File: src/rtl/vga_sram_arbiter_pkg.sv
// Shared types for the VGA SRAM arbiter: FSM state encoding, SRAM strobe bundle
// and the strobe pattern that goes with each access state.
package vga_sram_pkg;

  localparam int SRAM_ADDR_W = 20;
  localparam int SRAM_DATA_W = 16;

  typedef enum logic [1:0] {
    IDLE = 2'd0,
    RD   = 2'd1,
    WR   = 2'd2,
    TURN = 2'd3
  } arb_state_e;

  typedef struct packed {
    logic ce_n;
    logic oe_n;
    logic we_n;
    logic ub_n;
    logic lb_n;
    logic dq_oe;
  } sram_ctrl_t;

  localparam sram_ctrl_t CTRL_IDLE = sram_ctrl_t'(6'b11111_0);

  // Pin pattern driven while the FSM sits in state s (IDLE and TURN park the bus).
  function automatic sram_ctrl_t ctrl_for(input arb_state_e s);
    sram_ctrl_t c;
    c = CTRL_IDLE;
    case (s)
      RD: begin
        c.ce_n = 1'b0;
        c.oe_n = 1'b0;
        c.ub_n = 1'b0;
        c.lb_n = 1'b0;
      end
      WR: begin
        c.ce_n  = 1'b0;
        c.we_n  = 1'b0;
        c.ub_n  = 1'b0;
        c.lb_n  = 1'b0;
        c.dq_oe = 1'b1;
      end
      default: c = CTRL_IDLE;
    endcase
    return c;
  endfunction

endpackage

File: src/rtl/vga_sram_arbiter_streak_ctr.sv
// Saturating count of read grants issued while a write waits; raises o_force_wr
// once the limit is reached so the waiting writer wins the next decision.
module arb_streak_ctr #(
  parameter int MAX_RD_STREAK = 8
) (
  input  logic i_clk,
  input  logic i_rst,
  input  logic i_wr_req,
  input  logic i_rd_gnt,
  input  logic i_wr_gnt,
  output logic o_force_wr
);

  localparam int CW = $clog2(MAX_RD_STREAK + 1);
  localparam logic [CW-1:0] STREAK_MAX = CW'(MAX_RD_STREAK);

  logic [CW-1:0] streak_q, streak_d;

  always_comb begin
    streak_d = streak_q;
    if (!i_wr_req || i_wr_gnt) begin
      streak_d = '0;
    end else if (i_rd_gnt && (streak_q != STREAK_MAX)) begin
      streak_d = streak_q + CW'(1);
    end
  end

  always_ff @(posedge i_clk) begin
    if (i_rst) begin
      streak_q <= '0;
    end else begin
      streak_q <= streak_d;
    end
  end

  assign o_force_wr = i_wr_req && (streak_q == STREAK_MAX);

endmodule

File: src/rtl/vga_sram_arbiter.sv
// Read-priority arbiter sharing one async SRAM between the display fetch and the
// framebuffer writer. Optional statistics ports: define VGA_SRAM_ARB_STATS_EN.
module vga_sram_arbiter
  import vga_sram_pkg::*;
#(
  parameter int ADDR_W        = SRAM_ADDR_W,
  parameter int DATA_W        = SRAM_DATA_W,
  parameter int MAX_RD_STREAK = 8
) (
  input  logic              i_clk,
  input  logic              i_rst,
  input  logic              i_rd_req,
  input  logic [ADDR_W-1:0] i_rd_addr,
  output logic              o_rd_gnt,
  output logic              o_rd_valid,
  output logic [DATA_W-1:0] o_rd_data,
  input  logic              i_wr_req,
  input  logic [ADDR_W-1:0] i_wr_addr,
  input  logic [DATA_W-1:0] i_wr_data,
  output logic              o_wr_gnt,
  output logic [ADDR_W-1:0] o_sram_addr,
  output logic [DATA_W-1:0] o_sram_dq,
  output logic              o_sram_dq_oe,
  input  logic [DATA_W-1:0] i_sram_dq,
`ifdef VGA_SRAM_ARB_STATS_EN
  output logic [15:0]       o_starve_cnt,
  output logic [7:0]        o_override_cnt,
`endif
  output logic              o_sram_ce_n,
  output logic              o_sram_oe_n,
  output logic              o_sram_we_n,
  output logic              o_sram_ub_n,
  output logic              o_sram_lb_n
);

  arb_state_e        state_q, state_d;
  sram_ctrl_t        ctrl_q, ctrl_d;
  logic [ADDR_W-1:0] addr_q, addr_d;
  logic [DATA_W-1:0] dq_q, dq_d;
  logic [DATA_W-1:0] rd_data_q, rd_data_d;
  logic              rd_valid_q, rd_valid_d;
  logic              rd_gnt, wr_gnt;
  logic              force_wr;

  arb_streak_ctr #(
    .MAX_RD_STREAK (MAX_RD_STREAK)
  ) u_streak (
    .i_clk      (i_clk),
    .i_rst      (i_rst),
    .i_wr_req   (i_wr_req),
    .i_rd_gnt   (rd_gnt),
    .i_wr_gnt   (wr_gnt),
    .o_force_wr (force_wr)
  );

  // Grants are combinational so a requester can drop req on the very edge it is
  // served; the WR cycle is the only one in which no decision is taken.
  always_comb begin
    rd_gnt     = 1'b0;
    wr_gnt     = 1'b0;
    state_d    = IDLE;
    addr_d     = addr_q;
    dq_d       = dq_q;
    rd_valid_d = 1'b0;
    rd_data_d  = rd_data_q;

    if (!i_rst && (state_q != WR)) begin
      if (i_rd_req && !force_wr) begin
        rd_gnt = 1'b1;
      end else if (i_wr_req) begin
        wr_gnt = 1'b1;
      end
    end

    if (rd_gnt) begin
      state_d = RD;
      addr_d  = i_rd_addr;
    end else if (wr_gnt) begin
      state_d = WR;
      addr_d  = i_wr_addr;
      dq_d    = i_wr_data;
    end else if (state_q == WR) begin
      state_d = TURN;
    end

    if (state_q == RD) begin
      rd_valid_d = 1'b1;
      rd_data_d  = i_sram_dq;
    end

    ctrl_d = ctrl_for(state_d);
  end

  always_ff @(posedge i_clk) begin
    if (i_rst) begin
      state_q    <= IDLE;
      ctrl_q     <= CTRL_IDLE;
      addr_q     <= '0;
      dq_q       <= '0;
      rd_data_q  <= '0;
      rd_valid_q <= 1'b0;
    end else begin
      state_q    <= state_d;
      ctrl_q     <= ctrl_d;
      addr_q     <= addr_d;
      dq_q       <= dq_d;
      rd_data_q  <= rd_data_d;
      rd_valid_q <= rd_valid_d;
    end
  end

`ifdef VGA_SRAM_ARB_STATS_EN
  logic [15:0] starve_q, starve_d;
  logic [7:0]  override_q, override_d;

  // A write grant while a read is also asking can only come from a saturated streak.
  always_comb begin
    starve_d   = starve_q;
    override_d = override_q;
    if (rd_gnt && i_wr_req && (starve_q != 16'hFFFF)) begin
      starve_d = starve_q + 16'd1;
    end
    if (wr_gnt && i_rd_req) begin
      override_d = override_q + 8'd1;
    end
  end

  always_ff @(posedge i_clk) begin
    if (i_rst) begin
      starve_q   <= '0;
      override_q <= '0;
    end else begin
      starve_q   <= starve_d;
      override_q <= override_d;
    end
  end

  assign o_starve_cnt   = starve_q;
  assign o_override_cnt = override_q;
`endif

  assign o_rd_gnt     = rd_gnt;
  assign o_wr_gnt     = wr_gnt;
  assign o_rd_valid   = rd_valid_q;
  assign o_rd_data    = rd_data_q;
  assign o_sram_addr  = addr_q;
  assign o_sram_dq    = dq_q;
  assign o_sram_dq_oe = ctrl_q.dq_oe;
  assign o_sram_ce_n  = ctrl_q.ce_n;
  assign o_sram_oe_n  = ctrl_q.oe_n;
  assign o_sram_we_n  = ctrl_q.we_n;
  assign o_sram_ub_n  = ctrl_q.ub_n;
  assign o_sram_lb_n  = ctrl_q.lb_n;

endmodule

File: config.mk
export PLATFORM = sky130hd
export DESIGN_NAME = vga_sram_arbiter
export DESIGN_NICKNAME = d
export VERILOG_FILES = /design/src/rtl/vga_sram_arbiter_pkg.sv /design/src/rtl/vga_sram_arbiter_streak_ctr.sv /design/src/rtl/vga_sram_arbiter.sv
export SDC_FILE = /design/constraint.sdc
export NUM_CORES = 1
export LEC_CHECK = 0
export ABC_CLOCK_PERIOD_IN_PS = 2100
export BUFFER_PORTS_ARGS = -buffer_cell sky130_fd_sc_hd__buf_4
export CORE_AREA = 5 5 112 61
export CTS_CLUSTER_SIZE = 40
export DETAILED_ROUTE_END_ITERATION = 10
export DIE_AREA = 0 0 117 66
export HOLD_SLACK_MARGIN = 0.12
export PLACE_DENSITY = 0.86
export SYNTH_ARGS = -nofsm -noshare
export SYNTH_HDL_FRONTEND = slang
export SYNTH_SLANG_ARGS = --single-unit
File: constraint.sdc
create_clock -name i_clk -period 2.1 [get_ports i_clk]
set_input_delay 0.315 -clock i_clk [delete_from_list [all_inputs] [get_ports i_clk]]
set_output_delay 0.315 -clock i_clk [all_outputs]
set_load 0.01 [all_outputs]
# Word level (Yosys, flattened, before mapping)
# Cells that the tools add are included.
# word_totals
register_bits	65
out_inout_bits	61
word_cells	49
inputBits	76
# classes
n_eq_ne	7
n_bitwise	1
reduce_logical	12
n_addsub	1
muxes	16
# ops
operator	count
two-way mux 20 bit	2
two-way mux 1 bit	10
two-way mux 2 bit	4
adder 4 x 1 -> 4 bit, second input constant	1
equality test 2 x 1 -> 1 bit, second input constant	2
equality test 2 bit, second input constant	2
equality test 4 bit, second input constant	1
logical AND 1 bit	4
inequality test 4 bit, second input constant	1
OR reduction 2 bit	2
logical NOT 1 bit	3
inequality test 2 bit, second input constant	1
AND reduction 2 bit	1
nonzero test 2 bit	1
logical OR 1 bit	1
NOT 1 bit	1

# Longest topological paths before layout
# logic_depth
word_depth	11
ltp_mapped	7
mapped_depth_nobuf	6

# By module
# From an unflattened synthesis, not the netlist that was laid out.
# hier_totals
hier_cells	309
area_unflattened_um2	2875.3
# modules_own_cells
module	area_each_um2	cells_each	seq_area_each_um2	instances
vga_sram_arbiter	2656.3	282	1181.1	1
arb_streak_ctr	219.0	27	80.1	1

# Worst setup path before layout
# Ideal clock, no wire load.
# synth_path
path_kind	reg-to-reg
startpoint	reg u_streak.streak_q[0]
endpoint	reg dq_q[10] (netlist: o_sram_dq[10])
required_time_ns	1.972
path_buffers	1
path_stages_with_launch	8
setup_slack_ns	0.403
setup_time_ns	0.128
t_arrival_ns	1.569
period_less_slack_ns	1.697
path_cell_list	dfxtp_1 -> inv_1 -> ha_1 -> nand3b_4 -> a211oi_4 -> buf_12 -> mux2i_1 -> nor2_1
# synth_between
elab_chain_cells	8
word_cells_on_any_way	10
classes_between	1 x eq/ne; 4 x mux; 1 x bitwise; 4 x reduce/logical
# synth_lines
element	line	rtl
from (decl)	vga_sram_arbiter_streak_ctr.sv:17	logic [CW-1:0] streak_q, streak_d;
from (signal assigned)	vga_sram_arbiter_streak_ctr.sv:32	streak_q <= streak_d;
equality test 4 bit (*)	vga_sram_arbiter_streak_ctr.sv:36	assign o_force_wr = i_wr_req && (streak_q == STREAK_MAX);
logical AND 1 bit (*)	vga_sram_arbiter_streak_ctr.sv:36	
logical NOT 1 bit (*)	vga_sram_arbiter.sv:68	if (i_rd_req && !force_wr) begin
logical AND 1 bit (*)	vga_sram_arbiter.sv:68	
two-way mux 1 bit	vga_sram_arbiter.sv:68	
two-way mux 1 bit	vga_sram_arbiter.sv:67	if (!i_rst && (state_q != WR)) begin
NOT 1 bit (no source line)	-	
AND reduction 2 bit (no source line) (*)	-	
to (signal assigned)	vga_sram_arbiter.sv:106	dq_q <= dq_d;
to (decl)	vga_sram_arbiter.sv:39	logic [DATA_W-1:0] dq_q, dq_d;
# Every way passes the cells marked *; elsewhere a longest branch is shown, timed or not.
# A chain may end at the register's enable or synchronous reset.

# Worst setup path in the final report
# layout_path
startpoint	reg u_streak.streak_q[0]
endpoint	out o_rd_gnt
# layout_between
elab_chain_cells	6
# layout_lines
element	line	rtl
equality test 4 bit	vga_sram_arbiter_streak_ctr.sv:36	
logical AND 1 bit	vga_sram_arbiter_streak_ctr.sv:36	
logical NOT 1 bit	vga_sram_arbiter.sv:68	
logical AND 1 bit	vga_sram_arbiter.sv:68	
two-way mux 1 bit	vga_sram_arbiter.sv:68	
two-way mux 1 bit	vga_sram_arbiter.sv:67	
to (decl)	vga_sram_arbiter.sv:14	output logic o_rd_gnt,
# No other way between the ends.

==> results.cfg <==
[clock_network]
htreeDepth = 3
clock_path_buffers = 2
clkTransAtPathRegs_ns = 0.05
cts_tree = yes
clockRootBuffer = clkbuf_16
cts_setup_buffers = 0
cts_num_sinks = 63
insertion_delay_ns = 0.32
hold_buffers = 0
cts_made_buffers = 9

[synthesis]
synthSimpleGateAreaFrac = 0.124
syn-cell-area_um2 = 2440
yosys-top-cells-area = dfxtp_1 (52%), o221a_2 (9.2%), a21oi_1 (8.0%), mux2i_1 (7.4%), nand2_1 (5.2%)
synth_top_family_by_area = compound AO/OA/AOI/OAI gates
synthMuxAreaShare = 0.0737
synth_compound_area_frac = 0.188
synth_top_cell_by_area = dfxtp_1
synth_area_per_cell_um2 = 9.29
yosysUniqueCellTypes = 24
yosys_warnings = 0
synth_xor_area_frac = 0.00717
ys_seq_area_frac = 0.516
synth_top_cell_area_share = 0.516
ys_seq_elements = 63
synthCells = 263
synthAdderAreaFrac = 0.0102
synth_nets = 341

[critical_path]
cp_data_required_time_ns = 1.78
cp_max_fo = 4
crit_type = flip-flop to primary output
path_cells = inv_1 -> ha_2 -> nand3b_4 -> or2_2 -> nand3_2 -> inv_1 -> buf_4
cp-endpoint = o_rd_gnt
arrival_ns = 1.65
reg2reg_depth = 7
crit_family = simple AND/OR/NAND/NOR gates
crit_path_end_kind = primary output
slowest_stage = dfxtp_1
ff2ff_setup_slack_ns = 0.39
r2r_end = o_sram_dq[10]$_SDFFE_PP0P_
cp-start-kind = flip-flop
rr_startpoint = u_streak.streak_q[0]$_SDFFE_PP0P_
cpPeakStageDelay_ns = 0.32
cp.depth = 7
startpoint = u_streak.streak_q[0]$_SDFFE_PP0P_
crit_buf_inv = 3
crit_path_frequent_cell = inv_1

[die]
initial_core_util = 0.421
die_y_um = 66
dieArea_um2 = 7720
die_x_um = 117
ios = 137
core-area_um2 = 5810
rows = 20

[power]
p_leak_nw = 1.81
p_per_area_nw_per_um2 = 855
vdd_ir_drop_max_uv = 512
total_power_mw = 3.27

[grt]
antenna_found_initial = 0
grt_pass1_wl_mm = 10.9
overflow = 0
first_global_vias = 2325
grt_usage = 0.181
grt_max_degree = 36

[detailed_routing]
antenna_left = 0
viasPerCell = 4.83
wl_mm = 6.84
vias = 2320
drt_iter0_drc = 122
wl_per_cell_um = 14.2
drc = 0
dr.pass1.iters = 4

[min_path]
worstHoldStart = i_wr_data[1]
hold_path_class = input pin to flip-flop

[place]
dp_hpwl_mm = 5.12
gp_congestion = 0.776
io_buffers = 136

[timing]
fmax_ghz = 0.508
max-slew-margin-rel = 0.572
final.setup.tns_ns = 0
hold_viol = 0
skew_ns = 0.00809
worst_pin_slew_ns = 0.642
fin_crit_sh = 0.937
finalSetupViolCount = 0
maxSlewViolCount = 0
post-route-min-period_ns = 1.97

[final_layout]
final_util = 0.659
fin_nets = 477
area_delta_synth_final_pct = 56.6
drive_gt1_frac = 0.454
diodes = 0

[job]
drv_cap = 0

[run_status]
outcome = complete, no violations
worst register-to-register path: stages (launching register included):
cell	delay (ns)
dfxtp_1	0.32
inv_1	0.10
ha_2	0.22
nand3b_4	0.11
a211oi_4	0.24
buf_4	0.32
mux2i_1	0.25
nor2_1	0.05
layout make-up:
cell class | count | area (µm²)
Clock buffer | 12 | 256
Clock inverter | 3 | 42.5
Multi-Input combinational cell | 155 | 992
Timing Repair Buffer | 144 | 1080
Sequential cell | 63 | 1260
Tap cell | 77 | 96.3
Fill cell | 453 | 1980
Inverter | 26 | 97.6
sequential cells by signal (all words and copies together), names as in the netlist:
| register | flops |
|---|---|
| o_sram_we_n | 1 |
| o_rd_data | 16 |
| o_sram_addr | 20 |
| o_sram_dq_oe | 1 |
| o_sram_ce_n | 1 |
| o_sram_oe_n | 1 |
| o_sram_dq | 16 |
| u_streak.streak_q | 4 |
| state_q | 2 |
| o_rd_valid | 1 |
power by group:
part           switching, mW  total, mW  internal [mW]  leakage, nW
clock                  0.478       1.45          0.972        0.145
sequential            0.0429       1.32           1.28        0.519
combinational          0.221      0.500          0.279         1.14
total                  0.742       3.27           2.53         1.81
Yosys cell counts:
cell type	count
mux2i_1	18
xnor2_1	1
o21ai_0	2
buf_1	3
nor2_1	23
nand3b_4	1
nand2b_1	2
a211o_1	1
xor2_1	1
nand2_1	34
or2_2	1
buf_2	4
dfxtp_1	63
nor2b_1	3
and3_1	1
buf_4	2
buf_12	1
a21oi_1	39
clkbuf_1	9
o221a_2	20
a211oi_4	1
nand3_1	5
inv_1	26
ha_1	2
how the worst min path moves through the flow:
stage | end | slack (ns) | depth (start not counted)
2_1_floorplan | o_sram_ce_n$_SDFF_PP1_ | 0.42 | 1
3_3_place_gp | o_rd_data[8]$_SDFFE_PP0P_ | 0.44 | 2
3_5_place_dp | o_rd_data[11]$_SDFFE_PP0P_ | 0.45 | 2
4_1_cts | o_sram_dq[3]$_SDFFE_PP0P_ | 0.22 | 3
5_1_grt | o_sram_dq[1]$_SDFFE_PP0P_ | 0.22 | 3
6_report | o_sram_dq[1]$_SDFFE_PP0P_ | 0.23 | 3
cell usage in the layout, fill, tap and decap left out, types with 2 or more instances in the layout:
| master | netlist | final |
|---|---|---|
| a21oi_1 | 39 | 39 |
| inv_1 | 26 | 26 |
| dfxtp_1 | 63 | 63 |
| buf_4 | 2 | 144 |
| clkbuf_8 | 0 | 2 |
| o221a_2 | 20 | 20 |
| mux2i_1 | 18 | 18 |
| nor2_1 | 23 | 23 |
| nand3_1 | 5 | 4 |
| nand2b_1 | 2 | 2 |
| clkbuf_16 | 0 | 9 |
| nand2_1 | 34 | 34 |
| nor2b_1 | 3 | 3 |
through the flow:
step	worst slack (ns)	cell area (µm²)	hold WS (ns)	std cells
2_1_floorplan	0.403	2440	0.415	263
3_3_place_gp	0.452	3520	0.445	465
3_5_place_dp	0.404	3520	0.451	465
4_1_cts	0.0491	3820	0.220	480
5_1_grt	-0.00211	3830	0.217	480
6_report	0.132	3830	0.233	480
per-layer routing:
| layer | global-route usage | up-vias | wire length, µm |
|---|---|---|---|
| li1 | - | 1154 | - |
| met4 | 0.0544 | 0 | 57 |
| met3 | 0.0740 | 7 | 645 |
| met2 | 0.301 | 85 | 3190 |
| met5 | 0 | - | 0 |
| met1 | 0.216 | 1074 | 2940 |
cell families (layout without fill, tap and decap cells):
kind of cell	count (synthesis)	after routing
AND/OR/NAND/NOR	70	70
adder cells (fa/ha/maj)	2	2
buffers and inverters	45	185
AO/OA/AOI/OAI	63	63
XOR/XNOR	2	2
flip-flops	63	63
multiplexers	18	18
repair_timing:
| action | CTS | global route |
|---|---|---|
| endpoints found under the hold margin | 0 | 0 |
| resized for setup | 0 | 2 |
| endpoints found under the setup margin | 0 | 1 |
No activity file was read; power rests on OpenSTA's default activity.
